[src/rtl/seqdiv8.sv]
// Sequential 8-bit non-restoring divider: one quotient bit per RUN cycle, then a FIX cycle.
// Define DIV_SIGNED_EN for two's-complement operands; the default build is unsigned only.
module seqdiv8 (
    input  logic       clk,
    input  logic       rst,
    input  logic       start,
    input  logic [7:0] a,
    input  logic [7:0] b,
    output logic [7:0] quo,
    output logic [7:0] rem,
    output logic       busy,
    output logic       done,
    output logic       dz,
    output logic       ovl
);

    typedef enum logic [1:0] {IDLE, RUN, FIX, DONE} state_t;

    state_t     state_q, state_d;
    logic [2:0] cnt_q, cnt_d;
    logic [8:0] prem_q, prem_d;   // signed partial remainder
    logic [7:0] qsh_q, qsh_d;     // dividend shifting out, quotient shifting in
    logic [7:0] dvs_q, dvs_d;     // divisor magnitude
    logic       zero_q, zero_d;
    logic [7:0] quo_q, quo_d;
    logic [7:0] rem_q, rem_d;
    logic       dz_q, dz_d;

    logic [7:0] a_mag, b_mag;
    logic       sub;
    logic [8:0] opnd, addsub, prem_fix;

`ifdef DIV_SIGNED_EN
    logic       sa_q, sa_d;       // dividend negative: remainder sign
    logic       sq_q, sq_d;       // operand signs differ: quotient sign
    logic       ovl_q, ovl_d;

    assign a_mag = a[7] ? (~a + 8'd1) : a;
    assign b_mag = b[7] ? (~b + 8'd1) : b;
    assign ovl   = ovl_q;
`else
    assign a_mag = a;
    assign b_mag = b;
    assign ovl   = 1'b0;
`endif

    // Sign of the partial remainder picks subtract (non-negative) or add (negative).
    assign sub      = ~prem_q[8];
    assign opnd     = sub ? ~{1'b0, dvs_q} : {1'b0, dvs_q};
    assign addsub   = {prem_q[7:0], qsh_q[7]} + opnd + {8'd0, sub};
    assign prem_fix = prem_q[8] ? (prem_q + {1'b0, dvs_q}) : prem_q;

    assign quo  = quo_q;
    assign rem  = rem_q;
    assign dz   = dz_q;
    assign busy = (state_q != IDLE);
    assign done = (state_q == DONE);

    always_comb begin
        // NOTE: every signal gets its hold value first so no branch can infer a latch.
        state_d = state_q;
        cnt_d   = cnt_q;
        prem_d  = prem_q;
        qsh_d   = qsh_q;
        dvs_d   = dvs_q;
        zero_d  = zero_q;
        quo_d   = quo_q;
        rem_d   = rem_q;
        dz_d    = dz_q;
`ifdef DIV_SIGNED_EN
        sa_d    = sa_q;
        sq_d    = sq_q;
        ovl_d   = ovl_q;
`endif
        case (state_q)
            IDLE: begin
                if (start) begin
                    cnt_d   = 3'd0;
                    prem_d  = 9'd0;
                    dvs_d   = b_mag;
                    zero_d  = (b == 8'd0);
                    // A zero divisor keeps the raw dividend so FIX can return it as rem.
                    qsh_d   = (b == 8'd0) ? a : a_mag;
                    state_d = (b == 8'd0) ? FIX : RUN;
`ifdef DIV_SIGNED_EN
                    sa_d    = a[7];
                    sq_d    = a[7] ^ b[7];
`endif
                end
            end
            RUN: begin
                prem_d = addsub;
                qsh_d  = {qsh_q[6:0], ~addsub[8]};
                cnt_d  = cnt_q + 3'd1;
                if (cnt_q == 3'd7) state_d = FIX;
            end
            FIX: begin
                state_d = DONE;
                if (zero_q) begin
                    quo_d = 8'hFF;
                    rem_d = qsh_q;
                    dz_d  = 1'b1;
`ifdef DIV_SIGNED_EN
                    ovl_d = 1'b0;
`endif
                end else begin
                    prem_d = prem_fix;
                    dz_d   = 1'b0;
`ifdef DIV_SIGNED_EN
                    quo_d  = sq_q ? (~qsh_q + 8'd1) : qsh_q;
                    rem_d  = sa_q ? (~prem_fix[7:0] + 8'd1) : prem_fix[7:0];
                    // Only -128 / -1 yields a positive magnitude of 128.
                    ovl_d  = ~sq_q & qsh_q[7];
`else
                    quo_d  = qsh_q;
                    rem_d  = prem_fix[7:0];
`endif
                end
            end
            DONE:    state_d = IDLE;
            default: state_d = IDLE;
        endcase
    end

    // NOTE: the few datapath registers are small flops, so all of them share the async reset.
    always_ff @(posedge clk or posedge rst) begin
        if (rst) begin
            state_q <= IDLE;
            cnt_q   <= 3'd0;
            prem_q  <= 9'd0;
            qsh_q   <= 8'd0;
            dvs_q   <= 8'd0;
            zero_q  <= 1'b0;
            quo_q   <= 8'd0;
            rem_q   <= 8'd0;
            dz_q    <= 1'b0;
`ifdef DIV_SIGNED_EN
            sa_q    <= 1'b0;
            sq_q    <= 1'b0;
            ovl_q   <= 1'b0;
`endif
        end else begin
            // NOTE: non-blocking assignments so every flop samples pre-edge values.
            state_q <= state_d;
            cnt_q   <= cnt_d;
            prem_q  <= prem_d;
            qsh_q   <= qsh_d;
            dvs_q   <= dvs_d;
            zero_q  <= zero_d;
            quo_q   <= quo_d;
            rem_q   <= rem_d;
            dz_q    <= dz_d;
`ifdef DIV_SIGNED_EN
            sa_q    <= sa_d;
            sq_q    <= sq_d;
            ovl_q   <= ovl_d;
`endif
        end
    end

endmodule

[config.mk]
export PLATFORM = sky130hd
export DESIGN_NAME = seqdiv8
export DESIGN_NICKNAME = d
export VERILOG_FILES = /design/src/rtl/seqdiv8.sv
export SDC_FILE = /design/constraint.sdc
export NUM_CORES = 1
export LEC_CHECK = 0
export ABC_AREA = 1
export ABC_CLOCK_PERIOD_IN_PS = 2800
export CORE_ASPECT_RATIO = 1.75
export CORE_UTILIZATION = 50
export CTS_CLUSTER_DIAMETER = 50
export DETAILED_ROUTE_END_ITERATION = 10
export PLACE_DENSITY = 0.7
export SYNTH_ARGS = -nofsm -noshare
export SYNTH_HDL_FRONTEND = slang
export SYNTH_SLANG_ARGS = --single-unit
[constraint.sdc]
create_clock -name clk -period 2.8 [get_ports clk]
set_clock_uncertainty 0.2 [all_clocks]
set_input_delay 0.42 -clock clk [delete_from_list [all_inputs] [get_ports clk]]
set_output_delay 0.42 -clock clk [all_outputs]
set_load 0.01 [all_outputs]
==> results.md, run 1 <==
- Relative to the synthesized area, the layout overhead comes to 18.5%.
- The share of layout cells above drive strength 1 is approximately 6%.
- The deepest level of the CTS H-tree is 2.
- The category of the most critical setup path is reg -> out.
- The timing-limited maximum frequency is 416 MHz.
- The cell seen most often among critical-path stages is sky130_fd_sc_hd__inv_1.
- The floorplan has 37 rows.
- The critical path data required time is approximately 2.2 ns.
- For this run, design rule violations remaining after detail routing come to 0.
- The count of mapped cells out of synthesis is 424.
- The number of vias per cell is 5.19.
- The number of top-level pins is 39.
- Setup repair after global routing left no endpoint under its margin.
- The worst register-to-register path begins at prem_q[8].
- The number of buffers created by CTS is 5.
- At the end of the flow the core is filled with cells to ~62%.
- The clock transition at the register clock pins on the worst setup and hold paths after CTS is 0.09 ns.
- The longest clock path from root to sink contains 2 buffers.
- The die outline width is 61.7 µm.
- The diode insertion count for antenna repair is 0.
- The final wirelength is 7440 µm.
- The share of the Yosys chip area taken by registers is roughly 39%.
- Summing every instance area after synthesis gives 0.00312 mm².
- The worst-case IR drop observed on VDD is 0.782 mV.
- After synthesis the netlist holds a flip-flop and latch count of 48.
- For the worst setup path, the data arrival time is 1.78 ns.
- The number of distinct library cells after synthesis is 31.
- The largest net degree at the start of global routing is 49.
- The number of clock sinks seen by CTS is 48.
- Across all layers, the routed design uses 2,805 vias.
- The chip height is 106 µm.
- The tree is rooted in a sky130_fd_sc_hd__clkbuf_8.
- The count of cells resized by post-cts repair is 0.
- The effective utilization at floorplan is a little over half.
- Yosys printed 0 warnings.
- The critical path starts at state_q[0].
- The first global-routing pass estimated 12,600 µm of wire.
- The buffer and inverter count on the worst path is 3.
- Max-cap violations in this run came to 0.
- The final-report setup violation count is 0.
- After layout, the minimum clock period comes to 2.40 ns.
- The routed length per placed instance is 13.8 µm.
- Summed over all nets, the half-perimeter wirelength after detailed placement is ~5700 µm.
- The overall routing resource usage is about a quarter.
- Of all nets on the critical path, the largest fanout is 5.
- The tightest min-delay check is of the reg -> reg type.
- The standby leakage power is around 1.9 nW.
- The CTS tree is done.
- The final layout contains 503 nets.
- The flow ran to the end, and the final reports show no timing, DRC or antenna violations.
- The detail route stage leaves a number of antenna-violating nets equal to 0.
- The leftover overflow at the end of global routing is 0.
- For this design, the CTS-stage hold fixing added 0 buffers.
- A synthesized cell averages 7.35 µm².
- The headroom to the max-slew limit is 59.6%.
- Total power for the finished layout comes to 4.21 mW.
- The final hold violation count came to 0.
- The source of the worst hold timing path is dz.
- The final total negative setup slack is 0 ns.
- The DRC marker count from the first detailed-route iteration is 107.
- Synthesis produced a netlist with a net count of 466.
- The number of max-slew violations in the final report is 0.
- Hold is met by about 0.28 ns.
- The element type at the critical path end is an output port.
- The number of antenna violations at the first check in global routing is 0.
- The most common library cell in the layout ignoring fill and taps is sky130_fd_sc_hd__nand2_1.
- Of all flip-flops after synthesis, the portion carrying an async set or reset was 100%.
- Clock latency on the worst-skew pair, taken at its later pin, is 0.30 ns.
- The floorplan step defined a die boundary enclosing 0.00657 mm².
- For this run, the slowest stage of the critical path takes 0.50 ns.
- Leaving out fill and tap cells, the most frequent cells in the layout are sky130_fd_sc_hd__nand2_1 (130), sky130_fd_sc_hd__inv_1 (51), sky130_fd_sc_hd__dfrtp_1 (48).
- The cell with the largest stage delay on the worst path is sky130_fd_sc_hd__clkdlybuf4s50_1.
- The most instantiated flip-flop cell in the synthesis netlist is sky130_fd_sc_hd__dfrtp_1.
- The count of buffers added by post-CTS timing repair for setup is 0.
- Walking the worst path, the cells encountered are inv_1 -> ha_1 -> inv_1 -> clkdlybuf4s50_1.
- The number of global-route vias before repair is about 2,800.
- The first TritonRoute pass finished after 4 iterations.
- The cell family contributing the most delay on the critical path is buffers and inverters.
- The floorplan core area is between 0.005 and 0.006 mm².
- The total of buffers placed on input and output ports is 37.
- The power density normalized to cell area is 1140 mW/mm².
- The slew at the pin with the worst max-slew slack is slightly above 0.6 ns.
- The startpoint class of the critical path is a flop.
- The weighted congestion at the end of routability-driven global placement is 0.906.
- Of the available clock period, the critical path in the final layout requires between 80% and 90%.
- The number of enable-type register cells in the synthesized netlist is 0.
==> metrics by stage <==
stage / instances / area (µm²) / setup WS [ns]
finish: 540 / 3690 / 0.396
global route: 540 / 3690 / 0.225
CTS: 540 / 3690 / 0.380
detailed placement: 532 / 3570 / 0.504
global placement: 532 / 3570 / 0.526
floorplan: 424 / 3120 / 0.614
==> worst reg2reg max path: stages, from the launching register on <==
cell	delay, ns
sky130_fd_sc_hd__dfrtp_1	0.66
sky130_fd_sc_hd__buf_4	0.28
sky130_fd_sc_hd__xnor2_1	0.14
sky130_fd_sc_hd__ha_1	0.28
sky130_fd_sc_hd__inv_1	0.08
sky130_fd_sc_hd__o21bai_1	0.07
sky130_fd_sc_hd__nor2_1	0.13
sky130_fd_sc_hd__nand2_1	0.06
sky130_fd_sc_hd__nand2_1	0.06
sky130_fd_sc_hd__nand3_1	0.08
sky130_fd_sc_hd__nand2_1	0.08
sky130_fd_sc_hd__o21ai_0	0.07
==> flip-flops by register name, indices dropped and copies added (netlist names) <==
signal,count
state_q,2
qsh_q,8
prem_q,9
zero_q,1
dz,1
dvs_q,8
cnt_q,3
quo,8
rem,8
==> where the power goes <==
part / switching [mW] / total [mW] / internal (mW)
Sequential: 0.244 / 1.23 / 0.988
Clock: 0.238 / 0.553 / 0.315
Combinational: 1.46 / 2.43 / 0.968
Total: 1.94 / 4.21 / 2.27
==> logic make-up after synthesis <==
group	after synthesis	share of synthesized area [%]
flip-flops	48	38.5
AO/OA/AOI/OAI	72	13.4
other	1	0.120
adder cells (fa/ha/maj)	23	9.71
buffers and inverters	68	8.71
XOR/XNOR	10	2.81
AND/OR/NAND/NOR	202	26.7
==> layout make-up <==
| class | count | area [µm²] |
|---|---|---|
| repair buffers | 42 | 408 |
| clock buffers | 7 | 96.3 |
| inverters | 56 | 215 |
| flip-flops and latches | 48 | 1200 |
| multi-input cells | 308 | 1650 |
| clock inverters | 1 | 30.0 |
| well taps | 78 | 97.6 |
| fillers | 586 | 2230 |
==> cells in the mapped netlist (3+ instances only) <==
library cell               instances  share of area (%)
sky130_fd_sc_hd__nand3_1          20                3.2
sky130_fd_sc_hd__inv_1            52                6.3
sky130_fd_sc_hd__xnor2_1           8                2.2
sky130_fd_sc_hd__nor2_1           39                4.7
sky130_fd_sc_hd__ha_1             21                8.4
sky130_fd_sc_hd__dfrtp_1          48                 39
sky130_fd_sc_hd__o21ai_1           3               0.48
sky130_fd_sc_hd__o22ai_1           3               0.60
sky130_fd_sc_hd__nand2_1         130                 16
sky130_fd_sc_hd__o211ai_1          7                1.7
sky130_fd_sc_hd__nand3b_1          3               0.72
sky130_fd_sc_hd__a21oi_1          24                3.9
sky130_fd_sc_hd__nand4_1           4               0.80
sky130_fd_sc_hd__clkbuf_1          5               0.60
sky130_fd_sc_hd__o21ai_0          28                4.5
sky130_fd_sc_hd__buf_2             6               0.96
==> routing by layer <==
metal	share of wire (%)	up-vias	wire, µm	global-route usage [%]
met5	0	-	0	0
met4	3.3	0	248	11.7
met3	3.3	19	242	3.53
met2	53	67	3980	44.6
met1	40	1300	2970	30.0
li1	-	1419	-	-
==> final timing paths <==
path | slack (ns) | to | cells past startpoint
setup / recovery | 0.40 | busy | 4
hold / removal | 0.28 | dz | 2
setup reg to reg | 0.48 | qsh_q[0] | 11
hold reg to reg | 0.28 | dz | 2
max in group asynchronous | 1.60 | rem[7] | 3
min in group asynchronous | 0.39 | state_q[1] | 3
(Power assumes the default switching activity.)
==> run 2, diff against run 1 <==
Settings changed: SLEW_MARGIN set to 20.
==> results of run 2 <==
Same layout as run 1: the final DEF is identical, and so are final timing and power.
==> run 3, diff against run 2 <==
Settings changed: ABC_CLOCK_PERIOD_IN_PS 2800 to 2200, CORE_MARGIN set to 3, PLACE_DENSITY 0.7 to 0.73.
Clock period 2.8 ns to 2.2 ns, I/O delays scaled along.
==> results.md, run 3 (synthesis gave the netlist of run 1 again) <==
- The overall routing resource usage is 24.6% (was 25.8%).
- The number of clock sinks seen by CTS is 48 (unchanged).
- The first-pass GRT wire length was 13,900 µm (was 12,600 µm).
- The cell count after placement was 540 (was 532).
- The minimum clock period after layout is between 2 and 2.5 ns.
- Most used cells in the layout excluding fill and tap cells: sky130_fd_sc_hd__nand2_1 (121), sky130_fd_sc_hd__inv_1 (48), sky130_fd_sc_hd__dfrtp_1 (44) (was sky130_fd_sc_hd__nand2_1 (130), sky130_fd_sc_hd__inv_1 (51), sky130_fd_sc_hd__dfrtp_1 (48)).
- The category of the most critical setup path is reg -> reg (was reg -> out).
- The diode insertion count for antenna repair is 0 (unchanged).
- The sequential group share of total power came to 27.3% (was 29.2%).
- The final hold violation count was 0 (unchanged).
- The HPWL reported at the end of detailed placement came to 6300 µm (was 5680 µm).
- The setup slack at placement is 0.0595 ns (was 0.504 ns).
- The filler cell count in the final layout was 484 (was 586).
- The buffer type at the clock tree root is sky130_fd_sc_hd__clkbuf_8 (unchanged).
- The switching share of power is 47.1% (was 46.1%).
- The number of max-slew violations in the final report is 0 (unchanged).
- The leftover overflow at the end of global routing came to 0 (unchanged).
- The timing-limited maximum frequency is 469 MHz.
- The CTS tree is done (unchanged).
- The worst reg-to-reg path cell count is 12 (was 11).
- The DRC marker count from the first detailed-route iteration is 190 (was 107).
- The met1 routing resource usage after global routing is 28.2% (was 30.0%).
- The flip-flop count of the largest register, all copies and words added is 9 (unchanged).
- The placed instance area came to 0.00365 mm² (was 0.00357 mm²).
- The largest net degree at the start of global routing was 34 (was 49).
- The count of unresolved DRC violations after routing is 0 (unchanged).
- The element type at the critical path end is a flop (was output port).
- The count of hold-fix buffers inserted at cts came to 0 (unchanged).
- The total of buffers placed on input and output ports came to 37 (unchanged).
- The data arrival time of the critical path is 2.17 ns (was 1.78 ns).
- The floorplan core area is 0.00597 mm² (was 0.00593 mm²).
- The maximum clock path buffer count is 2 (unchanged).
- The standby leakage power is 2.01 nW (was 1.92 nW).
- The share of layout cells above drive strength 1 is 18.2% (was 6.06%).
- The class of the most critical hold timing path is in -> async (was reg -> reg).
- The worst-skew pair later-pin latency is 0.30 ns (about the same).
- The final wirelength is 8670 µm (was 7440 µm).
- The number of vias after detailed routing is 2,955 (was 2,805).
- The worst setup slack for register-to-register paths is 0.07 ns (was 0.48 ns).
- The number of antenna violations at the first check in global routing is 0 (unchanged).
- The slew at the pin with the worst max-slew slack is 0.515 ns (was 0.606 ns).
- The die footprint came to 0.00726 mm² (was 0.00657 mm²).
- The number of vias per cell was 5.31 (was 5.19).
- The smallest setup slack after layout came to 0.0693 ns (was 0.396 ns).
- The headroom to the max-slew limit is 65.5% (was 59.6%).
- The launch instance of the worst register-to-register path is prem_q[8] (unchanged).
- The signed area change from the synthesized netlist to the final layout is 30.6% (was 18.5%).
- The count of max-cap constraint violations is 0 (unchanged).
- The deepest level of the CTS H-tree is 2 (unchanged).
- The combinational group share of total power is 64.0% (was 57.6%).
- The chip height is 110 µm (was 106 µm).
- Status: finished clean (unchanged).
- The final total negative setup slack is 0 ns (unchanged).
- The die outline width is 65.7 µm (was 61.7 µm).
- The net switching power figure is 2.79 mW (was 1.94 mW).
- The critical path data required time came to 2.24 ns (was 2.18 ns).
- The register with the most flip-flops is prem_q (unchanged).
- The summed area of non-filler cells in the final layout is 0.00407 mm² (was 0.00369 mm²).
- The worst reg2reg path endpoint is prem_q[8] (was qsh_q[0]).
- The busiest metal layer after global routing is met2 (unchanged).
- The power density normalized to cell area is 1450 mW/mm² (was 1140 mW/mm²).
- The startpoint class of the critical path is a flop (unchanged).
- The proportion of power drawn by the clock network is 8.7% (was 13.1%).
- The count of standard-cell rows is 37 (unchanged).
- The biggest fanout along the worst timing path is 6 (was 5).
- The most common library cell in the layout ignoring fill and taps was sky130_fd_sc_hd__nand2_1 (unchanged).
- The net total in the final layout is 520 (was 503).
- The clock transition at the register clock pins on the worst setup and hold paths after CTS is 0.09 ns (about the same).
- The weighted congestion at the end of routability-driven global placement is 0.917 (was 0.906).
- The final cycle utilization of the critical path is between 90% and 100%.
- The number of buffers created by CTS came to 5 (unchanged).
- The final-report setup violation count was 0 (unchanged).
- The final cell utilization of the core is 68.2% (was 62.3%).
- The met2 routing resource usage after global routing is 42.2% (was 44.6%).
- The worst voltage drop across the vdd grid is 0.834 mV (was 0.782 mV).
- The number of top-level pins is 39 (unchanged).
- The effective utilization at floorplan is 52.2% (was 52.6%).
- The number of global-route vias before repair is 2,948 (was 2,792).
- The global-route met3 utilization came to 3.66% (was 3.53%).
- The non-filler instance count after layout was 556 (was 540).
- The number of detailed-routing iterations run before antenna repair is 4 (unchanged).
- The internal power contribution was 3.13 mW (was 2.27 mW).
- The number of nets with antenna violations after routing is 0 (unchanged).
- The routed length per placed instance came to 15.6 µm (was 13.8 µm).
-- run 3: changes by cell type in the layout (fill, tap and decap cells not counted), moves of 5 or more --
cell / delta
sky130_fd_sc_hd__buf_4: +13
sky130_fd_sc_hd__ha_1: -10
sky130_fd_sc_hd__nand2_1: -9
sky130_fd_sc_hd__nand2_2: +9
sky130_fd_sc_hd__ha_4: +8
sky130_fd_sc_hd__a21oi_1: -5
-- run 3: area by class of cell --
class,count,area [µm²],share of cell area [%]
multi-input cells,308,1890,46.3
flip-flops and latches,48,1210,29.6
repair buffers,59,584,14.4
inverters,56,215,5.29
well taps,78,97.6,2.40
clock buffers,5,68.8,1.69
clock inverters,2,12.5,0.307
-- run 3: worst max path at each step --
stage                from   endpoint  slack (ns)
6_report        prem_q[8]  prem_q[8]        0.07
5_1_grt         prem_q[8]  prem_q[8]       -0.08
4_1_cts        state_q[0]       busy        0.02
3_5_place_dp     dvs_q[1]  prem_q[8]        0.06
3_3_place_gp    prem_q[8]  prem_q[8]        0.07
2_1_floorplan   prem_q[8]  prem_q[6]        0.01
-- run 3: metal layers --
metal	part of all wire [%]	wire length [µm]	vias to the layer above
li1	-	-	1448
met1	37	3240	1399
met2	53	4640	78
met3	3.2	279	30
met4	5.9	509	0
met5	0	0	-
-- run 3: power by group through the flow --
stage	logic (mW)	clock network, mW	registers [mW]
floorplan	2.18	0	1.53
global placement	3.19	0	1.57
detailed placement	3.25	0	1.59
CTS	3.31	0.529	1.58
global route	4.23	0.569	1.67
finish	3.79	0.514	1.62
-- run 3: stage by stage --
| stage | power (mW) | hold slack, ns |
|---|---|---|
| after floorplan | 3.71 | 0.246 |
| after global placement | 4.76 | 0.260 |
| after detailed placement | 4.84 | 0.267 |
| after CTS | 5.41 | 0.114 |
| after global routing | 6.46 | 0.128 |
| final | 5.92 | 0.106 |
-- run 3: timing repair --
item                       in CTS  in global routing
pin swaps                       0                 24
hold endpoints to repair        0                  0
setup endpoints to repair       1                 13
gates resized for setup         2                 52
setup buffers                   0                  8
cloned                          0                  1
-- run 3: critical path: stages, from the launching register on --
cell                      delay [ns]
sky130_fd_sc_hd__dfrtp_2        0.48
sky130_fd_sc_hd__buf_12         0.17
sky130_fd_sc_hd__xnor2_1        0.21
sky130_fd_sc_hd__ha_1           0.31
sky130_fd_sc_hd__nand2_2        0.08
sky130_fd_sc_hd__nor2_1         0.04
sky130_fd_sc_hd__nor2_1         0.15
sky130_fd_sc_hd__nand2_1        0.08
sky130_fd_sc_hd__nand2_1        0.08
sky130_fd_sc_hd__nand3_2        0.08
sky130_fd_sc_hd__nand2_1        0.07
sky130_fd_sc_hd__nand2_1        0.05
sky130_fd_sc_hd__nand2_1        0.06
